==> config.mk <==
export PLATFORM = sky130hd
export DESIGN_NAME = result_writeback
export DESIGN_NICKNAME = d
export VERILOG_FILES = /design/src/rtl/wb_pkg.sv /design/src/rtl/wb_sync_fifo.sv /design/src/rtl/result_writeback.sv
export SDC_FILE = /design/constraint.sdc
export NUM_CORES = 1
export LEC_CHECK = 0
export ABC_CLOCK_PERIOD_IN_PS = 4100
export BUFFER_PORTS_ARGS = -buffer_cell sky130_fd_sc_hd__buf_2
export CAP_MARGIN = 10
export CELL_PAD_IN_SITES_DETAIL_PLACEMENT = 1
export CELL_PAD_IN_SITES_GLOBAL_PLACEMENT = 2
export CORE_ASPECT_RATIO = 0.5
export CORE_MARGIN = 8
export CORE_UTILIZATION = 25
export CTS_BUF_LIST = sky130_fd_sc_hd__clkbuf_4 sky130_fd_sc_hd__clkbuf_8
export DETAILED_ROUTE_END_ITERATION = 8
export GPL_ROUTABILITY_DRIVEN = 0
export PLACE_DENSITY = 0.65
export SYNTH_ARGS = -nofsm -noshare
export SYNTH_HDL_FRONTEND = slang
export SYNTH_SLANG_ARGS = --single-unit
==> constraint.sdc <==
create_clock -name clk -period 4.1 [get_ports clk]
set_input_delay 0.82 -clock clk [delete_from_list [all_inputs] [get_ports clk]]
set_output_delay 0.82 -clock clk [all_outputs]
set_load 0.01 [all_outputs]
==> src/rtl/wb_pkg.sv <==
// Shared constants and state encoding for the result write-back stage.
package wb_pkg;
    localparam int ADDR_W = 12;
    localparam int DATA_W = 16;
    localparam int CNT_W  = ADDR_W + 1;

    typedef enum logic [1:0] {
        IDLE   = 2'd0,
        RUN    = 2'd1,
        FINISH = 2'd2
    } wb_state_t;
endpackage

==> src/rtl/wb_sync_fifo.sv <==
// Small synchronous FIFO buffering compute results ahead of the SRAM write port.
module wb_sync_fifo #(
    parameter int WIDTH = 16,
    parameter int DEPTH = 4
) (
    input  logic             clk,
    input  logic             reset_b,
    input  logic             push,
    input  logic             pop,
    input  logic [WIDTH-1:0] data_in,
    output logic             full,
    output logic             empty,
    output logic [WIDTH-1:0] data_out
);
    localparam int PTR_W = $clog2(DEPTH);

    logic [WIDTH-1:0] mem [DEPTH];
    logic [PTR_W:0]   wr_ptr;
    logic [PTR_W:0]   rd_ptr;

    // Extra pointer bit distinguishes full from empty when the indices match.
    assign empty    = (wr_ptr == rd_ptr);
    assign full     = (wr_ptr[PTR_W] != rd_ptr[PTR_W]) &&
                      (wr_ptr[PTR_W-1:0] == rd_ptr[PTR_W-1:0]);
    assign data_out = mem[rd_ptr[PTR_W-1:0]];

    always_ff @(posedge clk) begin
        if (!reset_b) begin
            wr_ptr <= '0;
            rd_ptr <= '0;
        end else begin
            if (push && !full)
                wr_ptr <= wr_ptr + (PTR_W+1)'(1);
            if (pop && !empty)
                rd_ptr <= rd_ptr + (PTR_W+1)'(1);
        end
    end

    always_ff @(posedge clk) begin
        if (push && !full)
            mem[wr_ptr[PTR_W-1:0]] <= data_in;
    end
endmodule

==> src/rtl/result_writeback.sv <==
// Write-back stage: buffers 16-bit results and writes them to the output SRAM
// at consecutive addresses from a programmable base, then pulses done.
//
// state  | meaning
// IDLE   | waiting for start; no results accepted
// RUN    | accepting results and writing them one per cycle
// FINISH | single cycle after the last write is registered; done follows
module result_writeback
    import wb_pkg::*;
#(
    parameter int FIFO_DEPTH = 4
) (
    input  logic              clk,
    input  logic              reset_b,
    input  logic              start,
    input  logic [ADDR_W-1:0] base_addr,
    input  logic [ADDR_W-1:0] num_results,
    input  logic              res_valid,
    input  logic [DATA_W-1:0] res_data,
    output logic              res_ready,
    output logic              dut_sram_write_enable,
    output logic [ADDR_W-1:0] dut_sram_write_address,
    output logic [DATA_W-1:0] dut_sram_write_data,
    output logic              busy,
    output logic              done
);
    wb_state_t         state;
    wb_state_t         state_nxt;
    logic [ADDR_W-1:0] base_q;
    logic [CNT_W-1:0]  num_q;
    logic [CNT_W-1:0]  acc_cnt;
    logic [CNT_W-1:0]  wr_cnt;
    logic              fifo_full;
    logic              fifo_empty;
    logic [DATA_W-1:0] fifo_head;
    logic              push;
    logic              pop;
    logic              last_pop;
    logic              wr_en_q;
    logic [ADDR_W-1:0] wr_addr_q;
    logic [DATA_W-1:0] wr_data_q;
    logic              done_q;

    wb_sync_fifo #(
        .WIDTH (DATA_W),
        .DEPTH (FIFO_DEPTH)
    ) u_fifo (
        .clk      (clk),
        .reset_b  (reset_b),
        .push     (push),
        .pop      (pop),
        .data_in  (res_data),
        .full     (fifo_full),
        .empty    (fifo_empty),
        .data_out (fifo_head)
    );

    always_ff @(posedge clk) begin
        if (!reset_b)
            state <= IDLE;
        else
            state <= state_nxt;
    end

    always_comb begin
        state_nxt = state;
        case (state)
            IDLE:    if (start) state_nxt = (num_results == '0) ? FINISH : RUN;
            RUN:     if (last_pop) state_nxt = FINISH;
            FINISH:  state_nxt = IDLE;
            default: state_nxt = IDLE;
        endcase
    end

    // A full FIFO refuses input even when a pop is happening this cycle.
    always_comb begin
        res_ready = 1'b0;
        pop       = 1'b0;
        if (state == RUN) begin
            res_ready = !fifo_full && (acc_cnt < num_q);
            pop       = !fifo_empty;
        end
    end

    assign push     = res_valid && res_ready;
    assign last_pop = pop && ((wr_cnt + CNT_W'(1)) == num_q);

    always_ff @(posedge clk) begin
        if (!reset_b) begin
            base_q    <= '0;
            num_q     <= '0;
            acc_cnt   <= '0;
            wr_cnt    <= '0;
            wr_en_q   <= 1'b0;
            wr_addr_q <= '0;
            wr_data_q <= '0;
            done_q    <= 1'b0;
        end else begin
            done_q  <= (state == FINISH);
            wr_en_q <= pop;
            if (state == IDLE && start) begin
                base_q  <= base_addr;
                num_q   <= {1'b0, num_results};
                acc_cnt <= '0;
                wr_cnt  <= '0;
            end
            if (push)
                acc_cnt <= acc_cnt + CNT_W'(1);
            if (pop) begin
                wr_addr_q <= base_q + wr_cnt[ADDR_W-1:0];
                wr_data_q <= fifo_head;
                wr_cnt    <= wr_cnt + CNT_W'(1);
            end
        end
    end

    assign dut_sram_write_enable  = wr_en_q;
    assign dut_sram_write_address = wr_addr_q;
    assign dut_sram_write_data    = wr_data_q;
    assign done                   = done_q;
    // The final write is still on the port while the FSM sits in FINISH.
    assign busy                   = (state == RUN) || wr_en_q;
endmodule
==> impl_metrics.yaml, run 1 <==
sta:
  worst_slack_ns: 0.9134
  fin_tns_setup_ns: 0
  skew_ns: 0.01525
  rsz0062_at_grt: "false"
  slew_headroom_pct: 26.67
  worst_pin_slew_ns: 1.100
  fmax_ghz: 0.3138
  setup_violations: 0
  slew_violations: 0
  hold_viol: 0
  finalCritPeriodShare_pct: 77.72
  finalCriticalPeriod_ns: 3.187
floorplanning:
  die_h_um: 133.6
  initial_core_util_pct: 25.19
  top_level_ports: 76
  rows: 43
  dieArea_mm2: 0.03355
  fp.dieW_um: 251.1
  core_mm2: 0.02744
yosys:
  ys_seq_area_share_pct: 53.29
  synth_top_area_share_pct: 27.81
  synth_seq_cells: 152
  synthDistinctLibCells: 49
  yosysWarnings: 0
  yosysMostFrequentCell: "nand2_1"
  syn_area_per_cell_um2: 10.16
  synth_area_mm2: 0.006912
  yosysTopAreaCell: "edfxtp_1"
  synth-edff-count: 64
  synthesis.nets: 754
  ys_top_cells_by_count: "nand2_1 (121), dfxtp_1 (88), a21oi_1 (74)"
  synth_area_leaders: "edfxtp_1 (28%), dfxtp_1 (25%), nand2_1 (6.6%)"
  netlist_instances: 680
  synth_top_flop_cell: "dfxtp_1"
  ys_async_sr_fraction_pct: 0
cts:
  cts_max_level: 4
  clock_sinks: 152
  clockBufferDepth: 2
  hold_buffers: 0
  clock-root-buffer: "clkbuf_8"
  insertion_delay_ns: 0.46
  numCtsBuffers: 17
  cts_setup_buffers: 0
  path_clk_slew_ns: 0.09
  cts_tree: "done"
  ctsResizeCount: 0
grt:
  grt_pass1_vias: 5636
  antenna_found_initial: 0
  grt_start_max_net_pins: 52
  grt_use_met3_pct: 2.897
  grt_first_pass_wirelength_mm: 30.83
  groute.layer.met2.usage_pct: 19.93
  gr-max-usage-layer: "met2"
  overflow: 0
  grtUsageTotal_pct: 11.56
  use_met1_pct: 13.92
final_layout:
  antenna_cells: 0
  syn_to_final_growth_pct: 17.11
  nets: 821
  drive_gt1_share_pct: 18.29
  fin_util_pct: 29.50
setup_path:
  start_kind: "register"
  cp_max_fo: 6
  critPathArrivalTime_ns: 2.37
  crit_chain: "inv_1 -> ha_1 -> and3b_1 -> and2_1 -> a31oi_1 -> o21ai_0 -> nor2_1 -> buf_2"
  cp.required_ns: 3.28
  path_buf_inv: 2
  cp-end-kind: "output pin"
  r2r_setup_slack_ns: 1.13
  cp_top_family: "simple AND/OR/NAND/NOR gates"
  crit_type: "reg -> out"
  critical-path-slowest-cell: "dfxtp_1"
  slowest_delay_ns: 0.38
detailed_routing:
  detail_route.wl_per_cell_um: 17.10
  ant_nets: 0
  via_per_inst: 4.671
  wirelength_mm: 19.16
  dr.first_iter.drc_count: 223
  firstDrtPassIters: 4
  vias: 5231
  drc: 0
worst_hold_path:
  hold_class: "reg -> reg"
power_and_ir_drop:
  p_per_area_mw_per_mm2: 390.3
  power.total_mw: 3.159
  vdd_drop_max_v: 0.0001795
  leakagePower_nw: 2.948
placement:
  io_buffers: 75
  pre_cts_ws_ns: 1.063
  post-dp-hpwl_mm: 13.46
outcome:
  status: "completed"
run:
  cap_violations: 0
## final cells by class
type,instances,area [µm²]
tap,360,450.4
timing repair buffer,83,435.4
inverter,21,78.83
clock buffer,20,256.5
sequential,152,3684
multi-input combinational,472,3023
fill,3158,19340
clock inverter,12,166.4
## cell usage in the layout, fill, tap and decap left out, types with 2 or more instances in the layout
cell type,count
dfxtp_1,88
inv_6,4
xnor2_1,23
inv_1,20
ha_1,29
clkbuf_8,17
nor2_1,35
xor2_1,10
buf_2,75
clkbuf_4,3
edfxtp_1,64
nand2b_1,3
or2_2,3
a31oi_1,12
o21ai_0,17
a21oi_1,74
nor4_1,8
and3_1,8
buf_4,8
clkinv_4,2
nand4_1,5
nor3_1,15
nand3_1,27
a211oi_1,4
nand2_1,121
or3_1,7
o21a_1,7
nor2b_1,3
o211ai_1,4
and2_1,10
bufinv_16,3
nand3b_1,9
o211a_1,3
mux4_2,16
## worst reg2reg max path, delay by kind of cell (launching register included)
kind	cells	cell delay (ns)
buf+inv	1	0.06
simple gates	4	1.50
fa+ha+maj	1	0.30
compound gates	2	0.37
flops	1	0.38
## logic make-up (layout without fill, tap and decap cells)
kind of cell	Yosys count	count (layout)	synth area share, %
buf+inv	56	136	3.150
fa+ha+maj	30	30	5.540
flops	152	152	53.29
simple gates	263	263	17.72
xor+xnor	33	33	4.182
mux	16	16	5.214
compound gates	130	130	10.90
## final timing paths
| path | from | end | cells past startpoint |
|---|---|---|---|
| worst min register to register | state[1] | state[1] | 1 |
| worst max register to register | num_q[11] | u_fifo.mem[1][10] | 8 |
| worst min-delay path | state[1] | state[1] | 1 |
| worst max-delay path | num_q[11] | res_ready | 8 |
## flip-flops by register name, indices dropped and copies added (netlist names)
signal and count:
dut_sram_write_data 16, u_fifo.mem 64, wr_cnt 13, u_fifo.rd_ptr 3
dut_sram_write_enable 1, num_q 12, state 2, done 1
acc_cnt 13, base_q 12, u_fifo.wr_ptr 3, dut_sram_write_address 12
## per-stage QoR
stage | std cells | hold slack (ns) | cell area [µm²]
finish | 1120 | 0.4545 | 8094
global route | 1120 | 0.4816 | 8094
CTS | 1120 | 0.4579 | 8094
global placement | 1088 | 0.4232 | 7671
detailed placement | 1088 | 0.4446 | 7671
floorplan | 680 | 0.4145 | 6912
## routing by layer
metal / vias to the layer above / share of wire (%)
met5: - / 0
met2: 63 / 49
met4: 0 / 2.2
li1: 2556 / -
met3: 25 / 3.1
met1: 2587 / 46
## report_power, final
| part | switching, mW | internal, mW |
|---|---|---|
| Clock | 0.627 | 0.635 |
| Combinational | 0.167 | 0.0964 |
| Sequential | 0.0236 | 1.61 |
(Power assumes the default switching activity.)
==> run 2: changes to the inputs <==
--- a/config.mk
+++ b/config.mk
@@ -5,7 +5,7 @@
 export SDC_FILE = /design/constraint.sdc
 export NUM_CORES = 1
 export LEC_CHECK = 0
-export ABC_CLOCK_PERIOD_IN_PS = 4100
+export ABC_CLOCK_PERIOD_IN_PS = 2700
 export BUFFER_PORTS_ARGS = -buffer_cell sky130_fd_sc_hd__buf_2
 export CAP_MARGIN = 10
 export CELL_PAD_IN_SITES_DETAIL_PLACEMENT = 1
@@ -16,7 +16,7 @@
 export CTS_BUF_LIST = sky130_fd_sc_hd__clkbuf_4 sky130_fd_sc_hd__clkbuf_8
 export DETAILED_ROUTE_END_ITERATION = 8
 export GPL_ROUTABILITY_DRIVEN = 0
-export PLACE_DENSITY = 0.65
+export PLACE_DENSITY = 0.67
 export SYNTH_ARGS = -nofsm -noshare
 export SYNTH_HDL_FRONTEND = slang
 export SYNTH_SLANG_ARGS = --single-unit
==> constraint.sdc (replaced) <==
create_clock -name clk -period 2.7 [get_ports clk]
set_input_delay 0.54 -clock clk [delete_from_list [all_inputs] [get_ports clk]]
set_output_delay 0.54 -clock clk [all_outputs]
set_load 0.01 [all_outputs]
==> run 2 against run 1 <==
  * Sequential cell count unchanged
  * Clock skew down 0.0036 ns
  * Global-route usage about the same
  * Clock power up 51%
  * Critical path type unchanged
  * Largest power group unchanged
==> impl_metrics.yaml, run 2 (synthesis gave the netlist of run 1 again) <==
floorplanning:
  core_mm2: 0.02744
  initial_core_util_pct: 25.19
  die_h_um: 133.6
  rows: 43
  top_level_ports: 76
  dieArea_mm2: 0.03355
  fp.dieW_um: 251.1
power_and_ir_drop:
  p_seq_share_pct: 51.3
  p_comb_share_pct: 9.3
  internal_power_mw: 3.604
  leakagePower_nw: 3.105
  p_sw_share_pct: 25.36
  p_per_area_mw_per_mm2: 576.2
  power_frac_clock_pct: 39.3
  power.switching_mw: 1.225
  vdd_drop_max_v: 0.0002413
cts:
  cts_max_level: 4
  cts_tree: "done"
  insertion_delay_ns: 0.45
  clock_sinks: 152
  clockBufferDepth: 2
  hold_buffers: 0
  path_clk_slew_ns: 0.09
  numCtsBuffers: 17
  clock-root-buffer: "clkbuf_8"
final_layout:
  drive_gt1_share_pct: 22.74
  layout_common_cells: "nand2_1 (121), dfxtp_1 (79), a21oi_1 (74), buf_2 (74), edfxtp_1 (64)"
  syn_to_final_growth_pct: 21.25
  fillers: 3159
  nets: 848
  mostFrequentLayoutCell: "nand2_1"
  antenna_cells: 0
  seq_area_mm2: 0.003695
  largest_reg_flops: 64
  multiInputGateArea_mm2: 0.003048
setup_path:
  cp_max_fo: 4
  path_common_cell: "buf_4"
  cp.required_ns: 2.16
  cp_num_cells: 9
  rr_worst_depth: 8
  cp_top_family: "buffers and inverters"
  cp-end-kind: "output pin"
  path_buf_inv: 4
  rr_startpoint: "num_q[11]"
  start_kind: "register"
  crit_type: "reg -> out"
  critical-path-slowest-cell: "dfxtp_2"
  critPathArrivalTime_ns: 1.97
  crit_chain: "inv_1 -> ha_4 -> and3b_2 -> buf_4 -> buf_4 -> nand2_1 -> o21ai_2 -> nor2_4 -> buf_6"
  slowest_delay_ns: 0.33
  startpoint: "num_q[11]"
sta:
  worst_slack_ns: 0.1861
  slew_violations: 0
  worst_pin_slew_ns: 0.6063
  fin_tns_setup_ns: 0
  finalCriticalPeriod_ns: 2.514
  hold_viol: 0
  rsz0062_at_grt: "false"
  slew_headroom_pct: 59.27
  fmax_ghz: 0.3978
  skew_ns: 0.01162
  finalCritPeriodShare_pct: 93.11
  setup_violations: 0
detailed_routing:
  met1_length_mm: 9.066
  wl_met3_um: 437
  via_per_inst: 4.636
  wirelength_mm: 19.17
  firstDrtPassIters: 4
  ant_nets: 0
  drc: 0
  detail_route.wl_per_cell_um: 16.71
  dr.first_iter.drc_count: 210
  wl_met2_mm: 9.501
  maxUsedRoutingLayer: "met4"
  vias: 5318
worst_hold_path:
  hp-start: "res_data[3]"
  hold_class: "in -> reg"
  hold_depth: 1
grt:
  grt_start_max_net_pins: 56
  antenna_found_initial: 0
  grt_pass1_vias: 5615
  overflow: 0
  grtUsageTotal_pct: 11.56
  grt_first_pass_wirelength_mm: 30.64
placement:
  io_buffers: 75
  pre_cts_ws_ns: 0.1069
  post-dp-hpwl_mm: 13.60
run:
  cap_violations: 0
outcome:
  status: "completed"
-- run 2: area by class of cell --
type	instances	share of cell area, %
flip-flops and latches	152	44.09
well taps	360	5.375
clock buffers	20	3.135
clock inverters	12	1.956
inverters	21	0.9406
repair buffers	110	8.137
multi-input cells	472	36.37
-- run 2: per-layer routing --
metal	global-route usage, %	vias to the layer above
li1	-	2607
met5	0	-
met2	20.38	55
met4	2.671	0
met3	2.683	9
met1	14.22	2647
-- run 2: power groups by stage --
stage / Clock [mW] / Combinational (mW) / Sequential [mW]
4_1_cts: 1.98 / 0.459 / 2.48
3_3_place_gp: 0 / 0.437 / 2.53
6_report: 1.90 / 0.451 / 2.48
3_5_place_dp: 0 / 0.446 / 2.53
5_1_grt: 2.06 / 0.505 / 2.48
2_1_floorplan: 0 / 0.253 / 2.53
-- run 2: path summary, 6_finish.rpt --
path                               end  slack [ns]
min reg2reg  dut_sram_write_address[5]        0.45
min                   u_fifo.mem[2][3]        0.31
max reg2reg                 acc_cnt[6]        0.19
max                          res_ready        0.19
-- run 2: what timing repair did --
action / in CTS / in global routing
setup buffers: 4 / 1
resized for setup: 10 / 6
endpoints found under the setup margin: 1 / 1
pin swaps: 2 / 2
-- run 2: metrics by stage --
stage	instance area, µm²	util (%)	power (mW)	hold slack, ns	instances
2_1_floorplan	6917	-	2.780	0.4145	680
3_3_place_gp	7881	28.72	2.966	0.4373	1111
3_5_place_dp	7881	28.72	2.978	0.4449	1111
4_1_cts	8363	30.48	4.919	0.2610	1147
5_1_grt	8381	30.54	5.046	0.2569	1147
6_report	8381	30.54	4.829	0.3064	1147
